`src/rtl/control_sequencer_if.sv`:
```
// Control bus between control_sequencer (master) and the CPU datapath (slave).
// Carries the IR/memory status inputs and every datapath strobe the sequencer drives.
interface control_sequencer_if #(
    parameter int CNT_W = 16
);
    logic [31:0]      ir;
    logic             mem_ready;
    logic             PCout, ZHighout, ZLowout, HIout, LOout, MDRout;
    logic             MAR_enable, PC_enable, MDRin, mdr_read, IR_enable;
    logic             Yin, HIin, LOin, ZHigh_enable, ZLow_enable;
    logic             IncPC, Cout, Gra, Grb, Grc, Rin, Rout;
    logic [4:0]       alu_op;
    logic             run, illegal;
    logic [CNT_W-1:0] instr_count;

    modport master (
        input  ir, mem_ready,
        output PCout, ZHighout, ZLowout, HIout, LOout, MDRout,
               MAR_enable, PC_enable, MDRin, mdr_read, IR_enable,
               Yin, HIin, LOin, ZHigh_enable, ZLow_enable,
               IncPC, Cout, Gra, Grb, Grc, Rin, Rout,
               alu_op, run, illegal, instr_count
    );

    modport slave (
        output ir, mem_ready,
        input  PCout, ZHighout, ZLowout, HIout, LOout, MDRout,
               MAR_enable, PC_enable, MDRin, mdr_read, IR_enable,
               Yin, HIin, LOin, ZHigh_enable, ZLow_enable,
               IncPC, Cout, Gra, Grb, Grc, Rin, Rout,
               alu_op, run, illegal, instr_count
    );
endinterface

```
`src/rtl/control_sequencer.sv`:
```
// Hardwired Moore control unit: fetch, decode ir[31:27], execute ALU/MULDIV/NOP/HALT.
// Optional macro CTRL_MEM_WAIT_EN stretches F1 until mem_ready is high.
module control_sequencer #(
    parameter int CNT_W = 16
) (
    input  logic                 clk,
    input  logic                 clear,
    control_sequencer_if.master  bus
);
    localparam logic [3:0] S_RESET = 4'd0;
    localparam logic [3:0] S_F0    = 4'd1;
    localparam logic [3:0] S_F1    = 4'd2;
    localparam logic [3:0] S_F2    = 4'd3;
    localparam logic [3:0] S_T3    = 4'd4;
    localparam logic [3:0] S_T4    = 4'd5;
    localparam logic [3:0] S_T5    = 4'd6;
    localparam logic [3:0] S_T6    = 4'd7;
    localparam logic [3:0] S_HALT  = 4'd8;

    typedef enum logic [2:0] {C_ALU_R, C_ALU_I, C_MULDIV, C_NOP, C_HALT, C_UNDEF} op_class_t;

    logic [3:0]       state, state_next;
    logic [CNT_W-1:0] count;
    logic             retire;
    logic [4:0]       opcode;
    op_class_t        op_class;
    logic             unused_inputs;

    assign opcode = bus.ir[31:27];
    // Operand fields belong to the datapath; mem_ready is only consulted when waits are enabled.
    assign unused_inputs = ^{bus.ir[26:0], bus.mem_ready};

    always_comb begin
        if (opcode >= 5'h03 && opcode <= 5'h0B)      op_class = C_ALU_R;
        else if (opcode >= 5'h0C && opcode <= 5'h0E) op_class = C_ALU_I;
        else if (opcode == 5'h0F || opcode == 5'h10) op_class = C_MULDIV;
        else if (opcode == 5'h1A)                    op_class = C_NOP;
        else if (opcode == 5'h1B)                    op_class = C_HALT;
        else                                         op_class = C_UNDEF;
    end

    always_comb begin
        state_next = state;
        retire     = 1'b0;
        case (state)
            S_RESET: state_next = S_F0;
            S_F0:    state_next = S_F1;
`ifdef CTRL_MEM_WAIT_EN
            S_F1:    state_next = bus.mem_ready ? S_F2 : S_F1;
`else
            S_F1:    state_next = S_F2;
`endif
            S_F2:    state_next = S_T3;
            S_T3: begin
                case (op_class)
                    C_NOP:   begin state_next = S_F0;   retire = 1'b1; end
                    C_HALT:  begin state_next = S_HALT; retire = 1'b1; end
                    C_UNDEF: state_next = S_F0;
                    default: state_next = S_T4;
                endcase
            end
            S_T4:    state_next = S_T5;
            S_T5: begin
                if (op_class == C_MULDIV) begin
                    state_next = S_T6;
                end else begin
                    state_next = S_F0;
                    retire     = 1'b1;
                end
            end
            S_T6:    begin state_next = S_F0; retire = 1'b1; end
            S_HALT:  state_next = S_HALT;
            default: state_next = S_RESET;
        endcase
    end

    // NOTE: sequential state uses non-blocking assignments so every flop samples pre-edge values.
    always_ff @(posedge clk) begin
        if (clear) begin
            state <= S_RESET;
            count <= '0;
        end else begin
            state <= state_next;
            if (retire) count <= count + 1'b1;
        end
    end

    assign bus.instr_count = count;

    // NOTE: every strobe gets a default first so no path through the case infers a latch.
    always_comb begin
        bus.PCout        = 1'b0;
        bus.ZHighout     = 1'b0;
        bus.ZLowout      = 1'b0;
        bus.HIout        = 1'b0;
        bus.LOout        = 1'b0;
        bus.MDRout       = 1'b0;
        bus.MAR_enable   = 1'b0;
        bus.PC_enable    = 1'b0;
        bus.MDRin        = 1'b0;
        bus.mdr_read     = 1'b0;
        bus.IR_enable    = 1'b0;
        bus.Yin          = 1'b0;
        bus.HIin         = 1'b0;
        bus.LOin         = 1'b0;
        bus.ZHigh_enable = 1'b0;
        bus.ZLow_enable  = 1'b0;
        bus.IncPC        = 1'b0;
        bus.Cout         = 1'b0;
        bus.Gra          = 1'b0;
        bus.Grb          = 1'b0;
        bus.Grc          = 1'b0;
        bus.Rin          = 1'b0;
        bus.Rout         = 1'b0;
        bus.alu_op       = 5'd0;
        bus.illegal      = 1'b0;
        bus.run          = (state != S_RESET) && (state != S_HALT);
        case (state)
            S_F0: begin
                bus.PCout       = 1'b1;
                bus.MAR_enable  = 1'b1;
                bus.IncPC       = 1'b1;
                bus.ZLow_enable = 1'b1;
            end
            S_F1: begin
                bus.mdr_read = 1'b1;
                bus.MDRin    = 1'b1;
`ifdef CTRL_MEM_WAIT_EN
                // PC advances only in the F1 cycle that completes the read.
                bus.ZLowout   = bus.mem_ready;
                bus.PC_enable = bus.mem_ready;
`else
                bus.ZLowout   = 1'b1;
                bus.PC_enable = 1'b1;
`endif
            end
            S_F2: begin
                bus.MDRout    = 1'b1;
                bus.IR_enable = 1'b1;
            end
            S_T3: begin
                if (op_class == C_ALU_R || op_class == C_ALU_I || op_class == C_MULDIV) begin
                    bus.Grb  = 1'b1;
                    bus.Rout = 1'b1;
                    bus.Yin  = 1'b1;
                end
                bus.illegal = (op_class == C_UNDEF);
            end
            S_T4: begin
                bus.alu_op       = opcode;
                bus.ZLow_enable  = 1'b1;
                bus.ZHigh_enable = (op_class == C_MULDIV);
                if (op_class == C_ALU_I) begin
                    bus.Cout = 1'b1;
                end else begin
                    bus.Grc  = 1'b1;
                    bus.Rout = 1'b1;
                end
            end
            S_T5: begin
                bus.ZLowout = 1'b1;
                if (op_class == C_MULDIV) begin
                    bus.LOin = 1'b1;
                end else begin
                    bus.Gra = 1'b1;
                    bus.Rin = 1'b1;
                end
            end
            S_T6: begin
                bus.ZHighout = 1'b1;
                bus.HIin     = 1'b1;
            end
            default: ;
        endcase
    end
endmodule

```
`src/flat_wrapper.sv`:
```
// flat-port wrapper written by rule: the top's interface ports become plain ports
module control_sequencer_flat 
#(
    parameter int CNT_W = 16
)
  (clk, clear, bus_ir, bus_mem_ready, bus_PCout, bus_ZHighout, bus_ZLowout, bus_HIout, bus_LOout, bus_MDRout, bus_MAR_enable, bus_PC_enable, bus_MDRin, bus_mdr_read, bus_IR_enable, bus_Yin, bus_HIin, bus_LOin, bus_ZHigh_enable, bus_ZLow_enable, bus_IncPC, bus_Cout, bus_Gra, bus_Grb, bus_Grc, bus_Rin, bus_Rout, bus_alu_op, bus_run, bus_illegal, bus_instr_count);
  control_sequencer_if #(.CNT_W(CNT_W)) bus_i ();
  input  logic clk;
  input  logic clear;
  input wire logic [$bits(bus_i.ir)-1:0] bus_ir;
  input wire logic [$bits(bus_i.mem_ready)-1:0] bus_mem_ready;
  output wire logic [$bits(bus_i.PCout)-1:0] bus_PCout;
  output wire logic [$bits(bus_i.ZHighout)-1:0] bus_ZHighout;
  output wire logic [$bits(bus_i.ZLowout)-1:0] bus_ZLowout;
  output wire logic [$bits(bus_i.HIout)-1:0] bus_HIout;
  output wire logic [$bits(bus_i.LOout)-1:0] bus_LOout;
  output wire logic [$bits(bus_i.MDRout)-1:0] bus_MDRout;
  output wire logic [$bits(bus_i.MAR_enable)-1:0] bus_MAR_enable;
  output wire logic [$bits(bus_i.PC_enable)-1:0] bus_PC_enable;
  output wire logic [$bits(bus_i.MDRin)-1:0] bus_MDRin;
  output wire logic [$bits(bus_i.mdr_read)-1:0] bus_mdr_read;
  output wire logic [$bits(bus_i.IR_enable)-1:0] bus_IR_enable;
  output wire logic [$bits(bus_i.Yin)-1:0] bus_Yin;
  output wire logic [$bits(bus_i.HIin)-1:0] bus_HIin;
  output wire logic [$bits(bus_i.LOin)-1:0] bus_LOin;
  output wire logic [$bits(bus_i.ZHigh_enable)-1:0] bus_ZHigh_enable;
  output wire logic [$bits(bus_i.ZLow_enable)-1:0] bus_ZLow_enable;
  output wire logic [$bits(bus_i.IncPC)-1:0] bus_IncPC;
  output wire logic [$bits(bus_i.Cout)-1:0] bus_Cout;
  output wire logic [$bits(bus_i.Gra)-1:0] bus_Gra;
  output wire logic [$bits(bus_i.Grb)-1:0] bus_Grb;
  output wire logic [$bits(bus_i.Grc)-1:0] bus_Grc;
  output wire logic [$bits(bus_i.Rin)-1:0] bus_Rin;
  output wire logic [$bits(bus_i.Rout)-1:0] bus_Rout;
  output wire logic [$bits(bus_i.alu_op)-1:0] bus_alu_op;
  output wire logic [$bits(bus_i.run)-1:0] bus_run;
  output wire logic [$bits(bus_i.illegal)-1:0] bus_illegal;
  output wire logic [$bits(bus_i.instr_count)-1:0] bus_instr_count;
  assign bus_i.ir = bus_ir;
  assign bus_i.mem_ready = bus_mem_ready;
  assign bus_PCout = bus_i.PCout;
  assign bus_ZHighout = bus_i.ZHighout;
  assign bus_ZLowout = bus_i.ZLowout;
  assign bus_HIout = bus_i.HIout;
  assign bus_LOout = bus_i.LOout;
  assign bus_MDRout = bus_i.MDRout;
  assign bus_MAR_enable = bus_i.MAR_enable;
  assign bus_PC_enable = bus_i.PC_enable;
  assign bus_MDRin = bus_i.MDRin;
  assign bus_mdr_read = bus_i.mdr_read;
  assign bus_IR_enable = bus_i.IR_enable;
  assign bus_Yin = bus_i.Yin;
  assign bus_HIin = bus_i.HIin;
  assign bus_LOin = bus_i.LOin;
  assign bus_ZHigh_enable = bus_i.ZHigh_enable;
  assign bus_ZLow_enable = bus_i.ZLow_enable;
  assign bus_IncPC = bus_i.IncPC;
  assign bus_Cout = bus_i.Cout;
  assign bus_Gra = bus_i.Gra;
  assign bus_Grb = bus_i.Grb;
  assign bus_Grc = bus_i.Grc;
  assign bus_Rin = bus_i.Rin;
  assign bus_Rout = bus_i.Rout;
  assign bus_alu_op = bus_i.alu_op;
  assign bus_run = bus_i.run;
  assign bus_illegal = bus_i.illegal;
  assign bus_instr_count = bus_i.instr_count;
  control_sequencer #(.CNT_W(CNT_W)) u_core (.clk(clk), .clear(clear), .bus(bus_i));
endmodule
```
`config.mk`:
```
export PLATFORM = sky130hd
export DESIGN_NAME = control_sequencer_flat
export DESIGN_NICKNAME = d
export VERILOG_FILES = /design/src/rtl/control_sequencer_if.sv /design/src/rtl/control_sequencer.sv /design/src/flat_wrapper.sv
export SDC_FILE = /design/constraint.sdc
export NUM_CORES = 1
export LEC_CHECK = 0
export ABC_AREA = 1
export CAP_MARGIN = 30
export CORE_UTILIZATION = 39
export CTS_CLUSTER_DIAMETER = 30
export DETAILED_ROUTE_END_ITERATION = 16
export HOLD_SLACK_MARGIN = 0.06
export PLACE_DENSITY_LB_ADDON = 0.12
export SYNTH_ARGS = -nofsm -noshare
export SYNTH_HDL_FRONTEND = slang
export SYNTH_SLANG_ARGS = --single-unit
export TNS_END_PERCENT = 10
```
`constraint.sdc`:
```
create_clock -name clk -period 1.6 [get_ports clk]
set_input_delay 0.32 -clock clk [delete_from_list [all_inputs] [get_ports clk]]
set_output_delay 0.32 -clock clk [all_outputs]
set_load 0.05 [all_outputs]
```
==> results of run 1 <==
through the flow:
step	cells	hold WS [ps]	instance area, um2	power [W]	setup WS, ps
detailed placement	341	556	2690	0.000981	-484
CTS	349	565	2910	0.00152	-78.9
finish	352	562	2990	0.00153	-99.1
floorplan	229	540	1560	0.000779	-259
global route	352	604	2990	0.00158	-165
global placement	341	537	2690	0.000972	-421
power groups by stage:
| stage | Clock, W | Sequential, W | Combinational [W] |
|---|---|---|---|
| floorplan | 0 | 0.000524 | 0.000255 |
| global placement | 0 | 0.000523 | 0.000449 |
| detailed placement | 0 | 0.000523 | 0.000458 |
| CTS | 0.000507 | 0.000517 | 0.000492 |
| global route | 0.000525 | 0.000520 | 0.000534 |
| finish | 0.000502 | 0.000519 | 0.000506 |
synthesized netlist by cell type (2+ instances only):
| cell type | count | area share (%) |
|---|---|---|
| nand4_1 | 2 | 0.83 |
| clkbuf_1 | 2 | 0.50 |
| inv_1 | 29 | 7.2 |
| nand3_1 | 26 | 8.6 |
| a21oi_2 | 10 | 5.8 |
| nand2_1 | 33 | 8.2 |
| nand2_4 | 2 | 1.5 |
| xor2_1 | 8 | 4.6 |
| buf_4 | 10 | 5.0 |
| nor3_1 | 5 | 1.7 |
| xnor2_1 | 5 | 2.9 |
| a21oi_1 | 9 | 3.0 |
| a31oi_1 | 2 | 0.83 |
| buf_2 | 2 | 0.66 |
| nand2_2 | 13 | 5.4 |
| nor2_2 | 4 | 1.7 |
| dfxtp_1 | 20 | 26 |
| nor2_1 | 34 | 8.4 |
layout make-up:
cell class,instances,share of cell area (%)
flip-flops and latches,20,13.7
clock buffers,3,1.38
clock inverters,1,1.01
repair buffers,86,41.6
multi-input cells,163,36.3
inverters,31,3.98
well taps,48,2.01
flip-flops by register name, summed over array words and instances (netlist names):
signal and flops:
u_core.bus.instr_count 16, u_core.state 4
critical path: stages, from the launching register on:
cell     delay (ps)
dfxtp_2         350
inv_2            60
nor2_4          130
nand2_2         100
buf_6           150
a21oi_2         170
buf_12          160
cells in the final DEF (no fill, tap or decap), drive strengths merged:
cell	netlist	routed
nand3	28	28
dfxtp	20	20
nand3b	1	1
buf	13	83
nand4	2	2
ha	1	1
clkdlybuf4s15	0	1
nor3	5	5
xor2	8	8
nand2	48	48
clkdlybuf4s50	0	1
a221oi	1	1
clkinv	1	1
conb	1	2
nor2	38	38
bufinv	0	1
xnor2	5	5
clkbuf	2	4
a31oi	2	2
o21ai	1	1
nor4	1	1
o22ai	1	1
inv	30	30
a21oi	19	19
worst paths after layout:
kind | start | end | slack, ps | cells after the start
worst max register to register | u_core.state[2]$_SDFF_PP0_ | u_core.bus.instr_count[12]$_SDFFE_PP0P_ | 70 | 11
worst min-delay path | u_core.bus.instr_count[15]$_SDFFE_PP0P_ | u_core.bus.instr_count[15]$_SDFFE_PP0P_ | 560 | 2
worst max-delay path | u_core.state[2]$_SDFF_PP0_ | bus_ZHigh_enable | -100 | 6
worst min register to register | u_core.bus.instr_count[15]$_SDFFE_PP0P_ | u_core.bus.instr_count[15]$_SDFFE_PP0P_ | 560 | 2
cells by family (layout without fill, tap and decap cells):
logic type	Yosys count	after routing	share of synthesized area, %
compound gates	24	24	10.9
xor+xnor	13	13	7.52
fa+ha+maj	1	1	0.826
buf+inv	46	121	15.1
other cells	1	2	0.248
simple gates	123	123	38.9
flops	20	20	26.4
timing repair:
| action | in CTS | in global routing |
|---|---|---|
| pin swaps | 10 | 9 |
| gates resized for setup | 61 | 19 |
| gates cloned | 1 | 0 |
| buffers inserted | 3 | 3 |
| endpoints found under the setup margin | 43 | 43 |
metal layers:
metal | up-vias | track usage [%] | share of wire (%)
met4 | 0 | 9.44 | 2.3
li1 | 868 | - | -
met3 | 14 | 3.39 | 3.2
met1 | 841 | 27.4 | 40
met5 | - | 0 | 0
met2 | 55 | 45.4 | 54
==> metrics.yaml, run 1 <==
synthesis:
  synth_area_per_cell_um2: 6.64
  synth_edf_count: 0
  synth_cell_types: 30
  yosysWarningCount: 0
  synth.cell_area_um2: 1510
  ys_ff_latch: 20
  ys_seq_area_share_pct: 26.4
  synth_cells: 228
  synthFlopType: "dfxtp_1"
  ys_async_sr_fraction_pct: 0
placed_design:
  port_buffers: 50
  dpl.hpwl_um: 3220
  gp_congestion: 0.899
route:
  postRouteAntennaNets: 0
  drt-vias-per-instance: 5.05
  drc: 0
  drt_iter0_drc: 53
  first_pass_iters: 4
  detail_route.wl_per_cell_um: 13.6
  routed_wl_um: 4790
  vias: 1778
finish:
  seq_area_um2: 410
  fill_cells: 209
  area_growth_pct: 97.2
  n_antenna_cell: 0
  fin_util_pct: 80.9
  multi_input_area_um2: 1080
  fin_nets: 341
  drive_gt1_share_pct: 54.3
clock_tree:
  cts.clk_slew.worst_paths_ps: 80
  cts_made_buffers: 3
  htreeDepth: 1
  cts_tree: "done"
  clkSinkCount: 20
  cts-hold-fix-buffers: 0
  root_buffer: "clkbuf_8"
  clkLatencyLatePin_ps: 260
  cts.path.max_buffers: 2
sta:
  min_period_ps: 1700
  fin_worst_skew_ps: 5.83
  slew_viol_final: 0
  setup_ws_ps: -99.1
  setup_viol: 25
  totalNegativeSetupSlack_ps: -1320
  max_freq_ghz: 0.589
  min_period_over_period_pct: 106
  grt_setup_unrepaired: "yes"
  final-hold-violation-count: 0
power_and_ir_drop:
  power.leakage_nw: 1.20
  p_int_w: 0.00105
  comb_power_share_pct: 33.2
  p_per_area_nw_per_um2: 511
  power_switching_w: 0.000475
  power.share.sequential_pct: 34.0
  power.clock.fraction_pct: 32.8
  switching_share_pct: 31.1
  peakVddDrop_v: 0.000473
global_route:
  antenna_found_initial: 0
  grt_remaining_overflow: 0
  grt_pass1_vias: 1690
  grt_pass1_wl_um: 7960
  grt_max_degree: 21
  grt_usage_pct: 24.3
hold_path:
  hold_class: "flip-flop to flip-flop"
setup_path:
  worstPathArrival_ps: 1380
  worstPathMaxFanout: 5
  crit_path_end_kind: "output pin"
  path_class: "flip-flop to output pin"
  critical_path_required_ps: 1280
  crit_path_start_kind: "flip-flop"
run_status:
  violations: "negative setup slack"
  status: "finished with violations"
job:
  maxCapViolCount: 0
die:
  io_pins: 81
  rows: 22
  initial_core_util_pct: 41.0
  die_w_um: 64.3
  die_y_um: 64.3
  core_area_um2: 3690
  dieArea_um2: 4140
No activity file was read; power rests on OpenSTA's default activity.
==> run 2, diff against run 1 <==
- ABC_AREA: 1 -> not set
- CORE_ASPECT_RATIO: not set -> 1.75
==> run 2 against run 1 <==
Compared with the run above: the flow still finishes with violations (negative setup slack); total power down 15%; hold slack better by 41 ps; largest cell class unchanged; die area down 3.2%; critical endpoint is now bus_Yin; combinational power fell by 11%; synthesized cell count fell by 16%; clock skew shrank 3.4 ps; synthesized area is 3.6% lower; sequential share of layout area is 0.067 points lower; non-clock buffer count up 13; setup slack worse by 390 ps; cell count down 8.5%.
==> metrics.yaml, run 2 <==
route:
  drt_iter0_drc: 42
  highest_layer: "met4"
  routed_wl_um: 5520
  drt-vias-per-instance: 5.50
  dr_wl_met3_um: 221
  vias: 1772
  first_pass_iters: 4
  met2_length_um: 3230
  wl_met1_um: 1810
  drc: 0
  detail_route.wl_per_cell_um: 17.1
  postRouteAntennaNets: 0
finish:
  stdcell_count: 322
  n_antenna_cell: 0
  fin_nets: 314
  largest_reg_flops: 16
  final_design_area_no_fill_um2: 2980
  final_common_cell: "buf_4"
  drive_gt1_share_pct: 60.9
  fill_cells: 194
  mostFrequentLayoutCells: "46 x buf_4, 41 x buf_12, 18 x nor2_1"
  area_growth_pct: 104
placed_design:
  place_area_um2: 2740
  dp_slack_ps: -1050
  placed_cells: 316
  port_buffers: 50
  dpl.hpwl_um: 3860
  gp_congestion: 0.913
power_and_ir_drop:
  power.leakage_nw: 1.20
  power_switching_w: 0.000431
  power.share.sequential_pct: 39.2
  p_int_w: 0.000872
  comb_power_share_pct: 34.7
  power.clock.fraction_pct: 26.1
  power_w: 0.00130
  peakVddDrop_v: 0.000738
  switching_share_pct: 33.1
  p_per_area_nw_per_um2: 437
setup_path:
  crit_path_start_kind: "input port"
  worstPathMaxFanout: 4
  crit_path_end_kind: "output pin"
  worstPathArrival_ps: 1770
  r2r_cells: 6
  r2r_end: "u_core.bus.instr_count[11]$_SDFFE_PP0P_"
  path_class: "input port to output pin"
  r2r-start: "u_core.state[3]$_SDFF_PP0_"
  regToRegSetupSlack_ps: -360
  critical_path_required_ps: 1280
clock_tree:
  cts_made_buffers: 3
  cts.clk_slew.worst_paths_ps: 70
  cts.path.max_buffers: 2
  cts_tree: "done"
  cts-hold-fix-buffers: 0
  root_buffer: "clkbuf_8"
  clkSinkCount: 20
  clkLatencyLatePin_ps: 270
  htreeDepth: 1
synthesis:
  synth.cell_area_um2: 1460
  ys_async_sr_fraction_pct: 0
  synth_commonest_cells: "25 x nor2_1, 20 x dfxtp_1, 16 x nand2_1, 14 x nor2b_1, 13 x a21oi_1"
  synth_edf_count: 0
  synth_area_leader_cell: "dfxtp_1"
  synth_top_area_share_pct: 27.4
  synthFlopType: "dfxtp_1"
  synth_cell_types: 43
  yosysMostFrequentCell: "nor2_1"
  ys_seq_area_share_pct: 27.4
  synthTopCellsByArea: "dfxtp_1 27%, nor2_1 6.4%, nor2b_1 6.0%, mux2_2 5.4%, buf_4 5.1%"
  yosysWarningCount: 0
  synth_cells: 191
  ys_ff_latch: 20
  synth_area_per_cell_um2: 7.64
die:
  core_area_um2: 3590
  initial_core_util_pct: 40.6
  dieArea_um2: 4000
  io_pins: 81
  die_y_um: 82.9
  die_w_um: 48.3
  rows: 29
global_route:
  grt_pass1_vias: 1841
  antenna_found_initial: 0
  grt_remaining_overflow: 0
  grt_pass1_wl_um: 8600
  grt_max_degree: 34
  grt_usage_pct: 29.5
sta:
  max_freq_ghz: 0.479
  fin_worst_skew_ps: 2.46
  min_period_over_period_pct: 131
  min_period_ps: 2090
  grt_setup_unrepaired: "yes"
  final-hold-violation-count: 0
  setup_ws_ps: -489
  setup_viol: 43
  slew_viol_final: 0
hold_path:
  worstHoldStart: "u_core.state[1]$_SDFF_PP0_"
  min_path_cells: 2
  min_to: "u_core.state[3]$_SDFF_PP0_"
  hold_class: "flip-flop to flip-flop"
job:
  maxCapViolCount: 0
run_status:
  violations: "negative setup slack"
  status: "finished with violations"
## run 2: cell count changes in the layout (fill, tap and decap cells not counted), sizes merged, moves of 5 or more
cell / delta
o21ai: +6
mux2: +13
nor2: -13
nand3: -23
nand2: -32
and3: +5
xnor2: -5
inv: -26
xor2: -8
nor3: +7
nor2b: +14
buf: +14
## run 2: layer usage
metal	up-vias	track usage, %
li1	829	-
met1	851	29.3
met2	70	51.4
met3	22	5.87
met4	0	16.4
met5	-	0
## run 2: timing repair
item | 4_1_cts | 5_1_grt
resized for setup | 53 | 15
pin swaps | 16 | 2
hold endpoints to repair | 0 | 0
endpoints found under the setup margin | 48 | 46
buffers inserted | 3 | 0
## run 2: final cells by class
type,instances,area (um2),share of cell area (%)
inverters,5,25.0,0.839
clock buffers,3,41.3,1.38
well taps,46,57.6,1.93
flip-flops and latches,20,408,13.7
multi-input cells,149,1160,38.8
repair buffers,99,1290,43.3
## run 2: through the flow
| step | TNS [ps] | util [%] | hold slack [ps] |
|---|---|---|---|
| floorplan | -9950 | - | 537 |
| global placement | -22740 | 76.2 | 540 |
| detailed placement | -24540 | 76.2 | 560 |
| CTS | -10210 | 81.5 | 593 |
| global route | -13920 | 83.0 | 624 |
| finish | -11240 | 83.0 | 603 |
## run 2: logic make-up after synthesis
logic type | Yosys count | synth area share, %
buf+inv | 23 | 8.57
simple gates | 94 | 34.0
other cells | 1 | 0.257
mux | 13 | 10.0
flops | 20 | 27.4
compound gates | 39 | 18.9
fa+ha+maj | 1 | 0.857
## run 2: critical path, stage by stage
cell        delay [ps]
buf_6               90
or4b_4             560
or2_4              280
o21ai_2             70
nand2_2            140
clkinvlp_4         150
buf_12             140
## run 2: power groups by stage
stage | registers [W] | logic [W] | clock network, W
6_report | 0.000510 | 0.000452 | 0.000340
5_1_grt | 0.000510 | 0.000473 | 0.000366
4_1_cts | 0.000509 | 0.000434 | 0.000338
3_5_place_dp | 0.000518 | 0.000405 | 0
3_3_place_gp | 0.000517 | 0.000396 | 0
2_1_floorplan | 0.000519 | 0.000226 | 0
## run 2: worst max-delay path by stage
stage / end / cells past startpoint / start / slack, ps
after floorplan: u_core.bus.instr_count[7]$_SDFFE_PP0P_ / 5 / bus_ir[30] / -490
after global placement: u_core.bus.instr_count[7]$_SDFFE_PP0P_ / 6 / bus_ir[30] / -980
after detailed placement: u_core.bus.instr_count[11]$_SDFFE_PP0P_ / 6 / bus_ir[30] / -1050
after CTS: bus_Yin / 7 / bus_ir[27] / -460
after global routing: bus_Yin / 7 / bus_ir[27] / -510
final: bus_Yin / 7 / bus_ir[27] / -490
